**src/rtl/vga_scanout_if.sv**
```systemverilog
// Pixel FIFO read conduit between the display FIFO (slave) and vga_scanout (master).
interface vga_scanout_if;
  logic [23:0] fifo_rddata;
  logic        fifo_rdempty;
  logic        fifo_rdreq;

  modport master (input fifo_rddata, input fifo_rdempty, output fifo_rdreq);
  modport slave  (output fifo_rddata, output fifo_rdempty, input fifo_rdreq);
endinterface

```
**src/rtl/vga_scanout.sv**
```systemverilog
// VGA timing generator and pixel FIFO consumer; all video outputs are one register stage after the counters.
// Optional colour-bar generator enabled by defining VGA_TEST_PATTERN_EN (adds the test_mode input).
module vga_scanout #(
  parameter int          H_ACTIVE        = 640,
  parameter int          H_FP            = 16,
  parameter int          H_SYNC          = 96,
  parameter int          H_BP            = 48,
  parameter int          V_ACTIVE        = 480,
  parameter int          V_FP            = 10,
  parameter int          V_SYNC          = 2,
  parameter int          V_BP            = 33,
  parameter bit          HS_POL          = 1'b0,
  parameter bit          VS_POL          = 1'b0,
  parameter logic [23:0] UNDERFLOW_COLOR = 24'hFF00FF
) (
  input  logic          clk_clk,
  input  logic          reset_reset_n,
  vga_scanout_if.master fifo,
`ifdef VGA_TEST_PATTERN_EN
  input  logic          test_mode,
`endif
  output logic [7:0]    vga_r,
  output logic [7:0]    vga_g,
  output logic [7:0]    vga_b,
  output logic          vga_hs,
  output logic          vga_vs,
  output logic          vga_blank_n,
  output logic          vga_sync_n,
  output logic          frame_start,
  output logic [15:0]   underflow_count
);

  localparam int H_TOTAL = H_ACTIVE + H_FP + H_SYNC + H_BP;
  localparam int V_TOTAL = V_ACTIVE + V_FP + V_SYNC + V_BP;
  localparam int HW      = $clog2(H_TOTAL);
  localparam int VW      = $clog2(V_TOTAL);

  localparam logic [HW-1:0] H_LAST   = HW'(H_TOTAL - 1);
  localparam logic [HW-1:0] H_ACT    = HW'(H_ACTIVE);
  localparam logic [HW-1:0] H_SYNC_S = HW'(H_ACTIVE + H_FP);
  localparam logic [HW-1:0] H_SYNC_E = HW'(H_ACTIVE + H_FP + H_SYNC - 1);
  localparam logic [VW-1:0] V_LAST   = VW'(V_TOTAL - 1);
  localparam logic [VW-1:0] V_ACT    = VW'(V_ACTIVE);
  localparam logic [VW-1:0] V_SYNC_S = VW'(V_ACTIVE + V_FP);
  localparam logic [VW-1:0] V_SYNC_E = VW'(V_ACTIVE + V_FP + V_SYNC - 1);

  localparam logic [0:0] ST_IDLE = 1'b0;
  localparam logic [0:0] ST_RUN  = 1'b1;

  logic [HW-1:0] h_cnt_r;
  logic [VW-1:0] v_cnt_r;
  logic [0:0]    state_r;
  logic [23:0]   rgb_r;
  logic          blank_n_r;
  logic          hs_r;
  logic          vs_r;
  logic          frame_start_r;
  logic [15:0]   underflow_count_r;

  logic          active_s;
  logic          hs_act_s;
  logic          vs_act_s;
  logic          frame_end_s;
  logic          test_s;
  logic          scan_s;
  logic          pop_s;
  logic          under_s;
  logic          show_s;
  logic [23:0]   rgb_s;

`ifdef VGA_TEST_PATTERN_EN
  logic test_r;

  function automatic logic [23:0] bar_color(input logic [HW-1:0] h);
    logic [2:0] idx;
    idx = 3'(int'(h) / (H_ACTIVE / 8));
    case (idx)
      3'd0:    bar_color = 24'hFFFFFF;
      3'd1:    bar_color = 24'hFFFF00;
      3'd2:    bar_color = 24'h00FFFF;
      3'd3:    bar_color = 24'h00FF00;
      3'd4:    bar_color = 24'hFF00FF;
      3'd5:    bar_color = 24'hFF0000;
      3'd6:    bar_color = 24'h0000FF;
      default: bar_color = 24'h000000;
    endcase
  endfunction

  // test_mode is only honoured from one frame boundary to the next so a frame is never mixed
  always_ff @(posedge clk_clk or negedge reset_reset_n) begin
    if (!reset_reset_n) begin
      test_r <= 1'b0;
    end else if (frame_end_s) begin
      test_r <= test_mode;
    end else begin
      test_r <= test_r;
    end
  end

  assign test_s = test_r;
`else
  assign test_s = 1'b0;
`endif

  // Free-running raster counters, independent of the scanout state
  always_ff @(posedge clk_clk or negedge reset_reset_n) begin
    if (!reset_reset_n) begin
      h_cnt_r <= {HW{1'b0}};
      v_cnt_r <= {VW{1'b0}};
    end else if (h_cnt_r == H_LAST) begin
      h_cnt_r <= {HW{1'b0}};
      v_cnt_r <= (v_cnt_r == V_LAST) ? {VW{1'b0}} : v_cnt_r + {{(VW-1){1'b0}}, 1'b1};
    end else begin
      h_cnt_r <= h_cnt_r + {{(HW-1){1'b0}}, 1'b1};
    end
  end

  // Raster decode and next-pixel selection
  always_comb begin
    active_s    = (h_cnt_r < H_ACT) && (v_cnt_r < V_ACT);
    hs_act_s    = (h_cnt_r >= H_SYNC_S) && (h_cnt_r <= H_SYNC_E);
    vs_act_s    = (v_cnt_r >= V_SYNC_S) && (v_cnt_r <= V_SYNC_E);
    frame_end_s = (h_cnt_r == H_LAST) && (v_cnt_r == V_LAST);
    scan_s      = (state_r == ST_RUN) && active_s && !test_s;
    pop_s       = scan_s && !fifo.fifo_rdempty;
    under_s     = scan_s && fifo.fifo_rdempty;
    show_s      = active_s && ((state_r == ST_RUN) || test_s);
    rgb_s       = 24'h000000;
`ifdef VGA_TEST_PATTERN_EN
    if (test_s && active_s) begin
      rgb_s = bar_color(h_cnt_r);
    end else
`endif
    if (pop_s) begin
      rgb_s = fifo.fifo_rddata;
    end else if (under_s) begin
      rgb_s = UNDERFLOW_COLOR;
    end else begin
      rgb_s = 24'h000000;
    end
  end

  // Start scanning only at a frame boundary with data waiting; never leave RUN afterwards
  always_ff @(posedge clk_clk or negedge reset_reset_n) begin
    if (!reset_reset_n) begin
      state_r <= ST_IDLE;
    end else begin
      case (state_r)
        ST_IDLE: state_r <= (frame_end_s && !fifo.fifo_rdempty) ? ST_RUN : ST_IDLE;
        ST_RUN:  state_r <= ST_RUN;
        default: state_r <= ST_IDLE;
      endcase
    end
  end

  // Single output stage keeps RGB, syncs, blank and frame_start mutually aligned
  always_ff @(posedge clk_clk or negedge reset_reset_n) begin
    if (!reset_reset_n) begin
      rgb_r             <= 24'h000000;
      blank_n_r         <= 1'b0;
      hs_r              <= ~HS_POL;
      vs_r              <= ~VS_POL;
      frame_start_r     <= 1'b0;
      underflow_count_r <= 16'h0000;
    end else begin
      rgb_r         <= rgb_s;
      blank_n_r     <= show_s;
      hs_r          <= hs_act_s ? HS_POL : ~HS_POL;
      vs_r          <= vs_act_s ? VS_POL : ~VS_POL;
      frame_start_r <= (state_r == ST_RUN) && (h_cnt_r == {HW{1'b0}}) && (v_cnt_r == {VW{1'b0}});
      if (under_s && (underflow_count_r != 16'hFFFF)) begin
        underflow_count_r <= underflow_count_r + 16'h0001;
      end else begin
        underflow_count_r <= underflow_count_r;
      end
    end
  end

  assign fifo.fifo_rdreq = pop_s;
  assign vga_r           = rgb_r[23:16];
  assign vga_g           = rgb_r[15:8];
  assign vga_b           = rgb_r[7:0];
  assign vga_hs          = hs_r;
  assign vga_vs          = vs_r;
  assign vga_blank_n     = blank_n_r;
  assign vga_sync_n      = 1'b0;
  assign frame_start     = frame_start_r;
  assign underflow_count = underflow_count_r;

endmodule

```
**src/flat_wrapper.sv**
```systemverilog
// flat-port wrapper written by rule: the top's interface ports become plain ports
module vga_scanout_flat 
#(
  parameter int          H_ACTIVE        = 640,
  parameter int          H_FP            = 16,
  parameter int          H_SYNC          = 96,
  parameter int          H_BP            = 48,
  parameter int          V_ACTIVE        = 480,
  parameter int          V_FP            = 10,
  parameter int          V_SYNC          = 2,
  parameter int          V_BP            = 33,
  parameter bit          HS_POL          = 1'b0,
  parameter bit          VS_POL          = 1'b0,
  parameter logic [23:0] UNDERFLOW_COLOR = 24'hFF00FF
)
  (clk_clk, reset_reset_n, vga_r, vga_g, vga_b, vga_hs, vga_vs, vga_blank_n, vga_sync_n, frame_start, underflow_count, fifo_fifo_rddata, fifo_fifo_rdempty, fifo_fifo_rdreq);
  vga_scanout_if fifo_i ();
  input  logic clk_clk;
  input  logic reset_reset_n;
  output logic [7:0] vga_r;
  output logic [7:0] vga_g;
  output logic [7:0] vga_b;
  output logic vga_hs;
  output logic vga_vs;
  output logic vga_blank_n;
  output logic vga_sync_n;
  output logic frame_start;
  output logic [15:0] underflow_count;
  input wire logic [$bits(fifo_i.fifo_rddata)-1:0] fifo_fifo_rddata;
  input wire logic [$bits(fifo_i.fifo_rdempty)-1:0] fifo_fifo_rdempty;
  output wire logic [$bits(fifo_i.fifo_rdreq)-1:0] fifo_fifo_rdreq;
  assign fifo_i.fifo_rddata = fifo_fifo_rddata;
  assign fifo_i.fifo_rdempty = fifo_fifo_rdempty;
  assign fifo_fifo_rdreq = fifo_i.fifo_rdreq;
  vga_scanout #(.H_ACTIVE(H_ACTIVE), .H_FP(H_FP), .H_SYNC(H_SYNC), .H_BP(H_BP), .V_ACTIVE(V_ACTIVE), .V_FP(V_FP), .V_SYNC(V_SYNC), .V_BP(V_BP), .HS_POL(HS_POL), .VS_POL(VS_POL), .UNDERFLOW_COLOR(UNDERFLOW_COLOR)) u_core (.clk_clk(clk_clk), .reset_reset_n(reset_reset_n), .fifo(fifo_i), .vga_r(vga_r), .vga_g(vga_g), .vga_b(vga_b), .vga_hs(vga_hs), .vga_vs(vga_vs), .vga_blank_n(vga_blank_n), .vga_sync_n(vga_sync_n), .frame_start(frame_start), .underflow_count(underflow_count));
endmodule
```
**config.mk**
```make
export PLATFORM = sky130hd
export DESIGN_NAME = vga_scanout_flat
export DESIGN_NICKNAME = d
export VERILOG_FILES = /design/src/rtl/vga_scanout_if.sv /design/src/rtl/vga_scanout.sv /design/src/flat_wrapper.sv
export SDC_FILE = /design/constraint.sdc
export NUM_CORES = 1
export LEC_CHECK = 0
export CAP_MARGIN = 20
export CORE_ASPECT_RATIO = 0.5
export CORE_MARGIN = 5
export CORE_UTILIZATION = 40
export CTS_BUF_LIST = sky130_fd_sc_hd__clkbuf_4
export DETAILED_ROUTE_END_ITERATION = 7
export GPL_TIMING_DRIVEN = 0
export PLACE_DENSITY = 0.69
export SKIP_LAST_GASP = 1
export SYNTH_ARGS = -nofsm -noshare
export SYNTH_HDL_FRONTEND = slang
export SYNTH_SLANG_ARGS = --single-unit
```
**constraint.sdc**
```tcl
create_clock -name clk_clk -period 1.45 [get_ports clk_clk]
set_input_delay 0.29 -clock clk_clk [delete_from_list [all_inputs] [get_ports clk_clk]]
set_output_delay 0.29 -clock clk_clk [all_outputs]
set_load 0.005 [all_outputs]
```
* Word level (Yosys, flattened, before mapping)
Index checks and enable logic that the tools add are counted.
** Storage, ports and cells
- Bits in registers :: 65
- Bits of input ports :: 27
- Output and inout port bits :: 46
- Word-level logic and storage cells :: 44
** Cells by class
- $add $sub $neg :: 3
- Order comparisons :: 6
- Equality and inequality tests :: 3
- Muxes and demuxes :: 8
- Bitwise gates (word level) :: 1
- Reductions and logical operators :: 14
** Operators by type and width (count)
- $mux 24 :: 2
- $add 10x1->10 const B :: 2
- $eq 10x10->1 const B :: 2
- $logic_not 10->1 :: 2
- $mux 10 :: 2
- $add 16x1->16 const B :: 1
- $ne 16x16->1 const B :: 1
- $logic_and 1x1->1 :: 11
- $ge 10x10->1 const B :: 1
- $ge 10x9->1 const B :: 1
- $le 10x10->1 const B :: 1
- $le 10x9->1 const B :: 1
- $lt 10x10->1 const B :: 1
- $lt 10x9->1 const B :: 1
- $mux 1 :: 3
- $pmux 1 s2 :: 1
- $logic_not 1->1 :: 1
- $not 1->1 :: 1

* Longest topological paths before layout
- Depth after elaboration :: 6
- Gate-level depth with buffers :: 6
- Gate-level depth less buffers :: 6

* Least setup slack after synthesis
No wires, ideal clock.
- Kind :: register to register
- From :: register u_core.underflow_count_r[0], in the netlist u_core.underflow_count[0]
- To :: register u_core.underflow_count_r[14], in the netlist u_core.underflow_count[14]
- Library setup time :: 0.125 ns
- Data arrival time :: 1.516 ns
- Required time :: 1.325 ns
- Path slack :: -0.191 ns
- Cell stages (with the launch flop) :: 6
- Buffers on the path :: 0
- Clock period less this slack :: 1.641 ns
- Path through :: dfrtp_1 -> ha_1 -> nand4_4 -> or2_4 -> nor4_2 -> mux2_2
** On the way
- Word-level cells in the longest chain between the ends :: 2
- Elaborated cells between the ends (all ways) :: 3
- Classes of those cells :: 1 x add/sub; 1 x eq/ne; 1 x reduce/logical
** RTL lines
- start, declared :: RTL line vga_scanout.sv:58 : logic [15:0] underflow_count_r;
- start signal, assigned :: RTL line vga_scanout.sv:172 : underflow_count_r <= underflow_count_r + 16'h0001;
- start signal, assigned :: RTL line vga_scanout.sv:174 : underflow_count_r <= underflow_count_r;
- branches (longest 2 deep; another with $add 16x1->16)
Parallel ways; which one is timed is not known.
A chain may end at the register's enable or synchronous reset.

* Worst setup path in the final report
- From :: register u_core.underflow_count_r[1], in the netlist u_core.underflow_count[1]
- To :: register u_core.underflow_count_r[1], in the netlist u_core.underflow_count[1]
The elaborated chain is that of the path after synthesis.

==> flow_summary.json <==
{
  "outcome": "complete, but fails checks",
  "violations": "setup timing",
  "synthXorXnorAreaFrac_pct": 6.56,
  "skew_ns": 0.0125,
  "syn_inst": 283,
  "endpoint_kind": "flop",
  "gp_congestion": 0.816,
  "grt-ovfl-total": 0,
  "cts_root_buf": "clkbuf_4",
  "core-area_sq_um": 7400,
  "grt_max_degree": 66,
  "cp.required_ns": 1.76,
  "drtPass1Iterations": 4,
  "fill_cells": 553,
  "worst_path_dominant_cell_family": "simple AND/OR/NAND/NOR gates",
  "wl_per_cell_um": 16.2,
  "yosys.area_share.simple_pct": 29.0,
  "grt_pass1_vias": 2630,
  "vias": 2630,
  "r2r-end": "u_core.underflow_count[1]$_DFFE_PN0P_",
  "power.density_nw_per_um2": 901,
  "die_area_sq_um": 9630,
  "cp-startpoint": "u_core.underflow_count[1]$_DFFE_PN0P_",
  "cts_made_buffers": 9,
  "finalMaxSlewViolations": 0,
  "dp_hpwl_mm": 4.87,
  "tightestPinTransition_ns": 0.813,
  "nNetsFinal": 461,
  "start_util_pct": 41.4,
  "critical_path_buf_inv_count": 2,
  "synth_fa_ha_area_share_pct": 2.45,
  "seq_area_frac_synth_pct": 53.1,
  "area_growth_syn_to_layout_pct": 57.2,
  "place_area_sq_um": 3950,
  "clk_pin_slew_ns": 0.10,
  "path_max_fanout": 4,
  "path_cells": "ha_4 > nand4_4 > buf_6 > nor4_4 > buf_4 > nor2_4 > mux2_4",
  "setup_slack_ns": -0.319,
  "final_common_cell": "buf_4",
  "synth_compound_area_share_pct": 4.12,
  "finalCritPeriodShare_pct": 122,
  "ios": 73,
  "final_core_util_pct": 65.2,
  "period_needed_ns": 1.77,
  "drive_gt1_share_pct": 38.4,
  "grt_usage_pct": 17.2,
  "slew_headroom_pct": 45.8,
  "critPathCapture": "u_core.underflow_count[1]$_DFFE_PN0P_",
  "worstSetupPathType": "flop to flop",
  "grt_pass1_wl_mm": 12.9,
  "layout.cells.non_filler": 528,
  "hp-class": "input port to flop",
  "ir_drop_v": 0.000492,
  "clock-sinks": 65,
  "syn_avg_cell_area_sq_um": 10.8,
  "rsz0062_at_grt": "yes",
  "diodes": 0,
  "setup_viol": 33,
  "r2r.worst_path.cells": 7,
  "cts_tree": "built",
  "crit_cells": 7,
  "drt_iter0_markers": 136,
  "detail-route-antenna-nets": 0,
  "final_cell_mix": "buf_4, dfrtp_1, nor2_1",
  "synth_nets": 316,
  "synth_mux_area_share_pct": 1.06,
  "synth_edf_count": 0,
  "io_buffer_count": 71,
  "cp.arrival_ns": 2.08,
  "p_leak_nw": 2.21,
  "synthFlopType": "dfrtp_1",
  "setup_tns_ns": -6.30,
  "htree_levels": 3,
  "async_flop_share_pct": 100,
  "die_h_um": 71.9,
  "slowest_stage": "dfrtp_2",
  "cts.path.max_buffers": 2,
  "max_stage_delay_ns": 0.42,
  "clock_latency_ns": 0.42,
  "synth_top_family_by_area": "simple AND/OR/NAND/NOR gates",
  "antenna_found_initial": 0,
  "syn_area_sq_um": 3070,
  "fmax_mhz": 565,
  "r2r_setup_slack_ns": -0.32,
  "rr_startpoint": "u_core.underflow_count[1]$_DFFE_PN0P_",
  "timing.final.hold_violations": 0,
  "core.rowCount": 22,
  "worstSetupStartpointType": "flop",
  "ys_ff_latch": 65,
  "total_power_w": 0.00435,
  "wl_mm": 8.54,
  "design_area_sq_um": 4820,
  "maxCapViolCount": 0,
  "viasPerCell": 4.98,
  "ys.warnings.count": 0,
  "place_inst": 450,
  "die_w_um": 134,
  "drc": 0,
  "synth.distinct_cells": 48
}
[report_power, final]
part | internal, W | leakage, nW | switching, W
sequential | 0.00195 | 0.770 | 0.0000935
clock | 0.000519 | 0.0711 | 0.000623
combinational | 0.000652 | 1.37 | 0.000504
[stage by stage]
| step | setup slack [ns] | hold WS [ns] |
|---|---|---|
| 4_1_cts | -0.309 | 0.385 |
| 3_3_place_gp | -1.97 | 0.487 |
| 3_5_place_dp | -0.890 | 0.440 |
| 2_1_floorplan | -0.175 | -0.00559 |
| 6_report | -0.319 | 0.417 |
| 5_1_grt | -0.363 | 0.386 |
[cell type report]
class                      instances  area [sq um]  share of cell area [%]
tap                               96           120                    2.49
timing repair buffer             135          1180                    24.5
sequential                        65          1650                    34.3
inverter                           9          33.8                   0.700
clock buffer                      10          75.1                    1.56
multi-input combinational        199          1630                    33.8
clock inverter                     5          47.5                   0.985
buffer                             9          82.6                    1.71
[kinds of logic after synthesis]
group           after synthesis
simple gates                147
flops                        65
other cells                   1
fa+ha+maj                     6
xor+xnor                     23
compound gates               18
buf+inv                      20
mux                           3
[how the worst min path moves through the flow]
stage / from / end / slack, ns / cells past startpoint
floorplan: reset_reset_n / u_core.frame_start$_DFF_PN0_ / -0.006 / 0
global placement: u_core.state_r$_DFF_PN0_ / u_core.state_r$_DFF_PN0_ / 0.49 / 2
detailed placement: reset_reset_n / u_core.h_cnt_r[3]$_DFF_PN0_ / 0.44 / 1
CTS: fifo_fifo_rddata[9] / u_core.rgb_r[9]$_DFF_PN0_ / 0.39 / 2
global route: fifo_fifo_rddata[7] / u_core.rgb_r[7]$_DFF_PN0_ / 0.39 / 3
finish: fifo_fifo_rddata[9] / u_core.rgb_r[9]$_DFF_PN0_ / 0.42 / 2
[worst register-to-register path: stages, from the launching register on]
cell     delay [ns]
dfrtp_2        0.42
ha_4           0.17
nand4_4        0.09
buf_6          0.15
nor4_4         0.34
buf_4          0.19
nor2_4         0.04
mux2_4         0.28
[cells in the mapped netlist (3+ instances only)]
cell / number / share of area, %
buf_4: 3 / 0.73
nor3_1: 11 / 1.8
o21ai_0: 7 / 1.1
nor2b_1: 3 / 0.61
nand4_1: 10 / 2.0
nand3_2: 4 / 1.3
dfrtp_1: 63 / 51
nor4_1: 4 / 0.82
xor2_1: 18 / 5.1
nand2_1: 16 / 2.0
xnor2_1: 5 / 1.4
nor2_1: 46 / 5.6
nand3_1: 14 / 2.3
a22o_1: 3 / 0.86
buf_6: 3 / 1.1
ha_1: 6 / 2.4
inv_1: 9 / 1.1
and2_1: 11 / 2.2
nor4_2: 4 / 1.6
and3_1: 7 / 1.4
[metal layers]
metal | share of wire, % | track usage (%)
met1 | 41 | 19.4
met4 | 1.7 | 6.27
met3 | 4.2 | 5.54
met5 | 0 | 0
met2 | 53 | 31.1
[registers in the layout (all words and copies together) (netlist names)]
| name | cells |
|---|---|
| u_core.underflow_count | 16 |
| u_core.rgb_r | 24 |
| u_core.vga_hs | 1 |
| u_core.vga_blank_n | 1 |
| u_core.frame_start | 1 |
| u_core.vga_vs | 1 |
| u_core.h_cnt_r | 10 |
| u_core.v_cnt_r | 10 |
| u_core.state_r | 1 |
[what timing repair did]
| item | 4_1_cts | 5_1_grt |
|---|---|---|
| setup buffers | 42 | 20 |
| pin swaps | 15 | 29 |
| cloned | 2 | 1 |
| resized for setup | 118 | 48 |
| hold endpoints to repair | 63 | 0 |
| hold buffers | 1 | 0 |
| endpoints found under the setup margin | 91 | 50 |
Power figures use the tool's default switching activity.
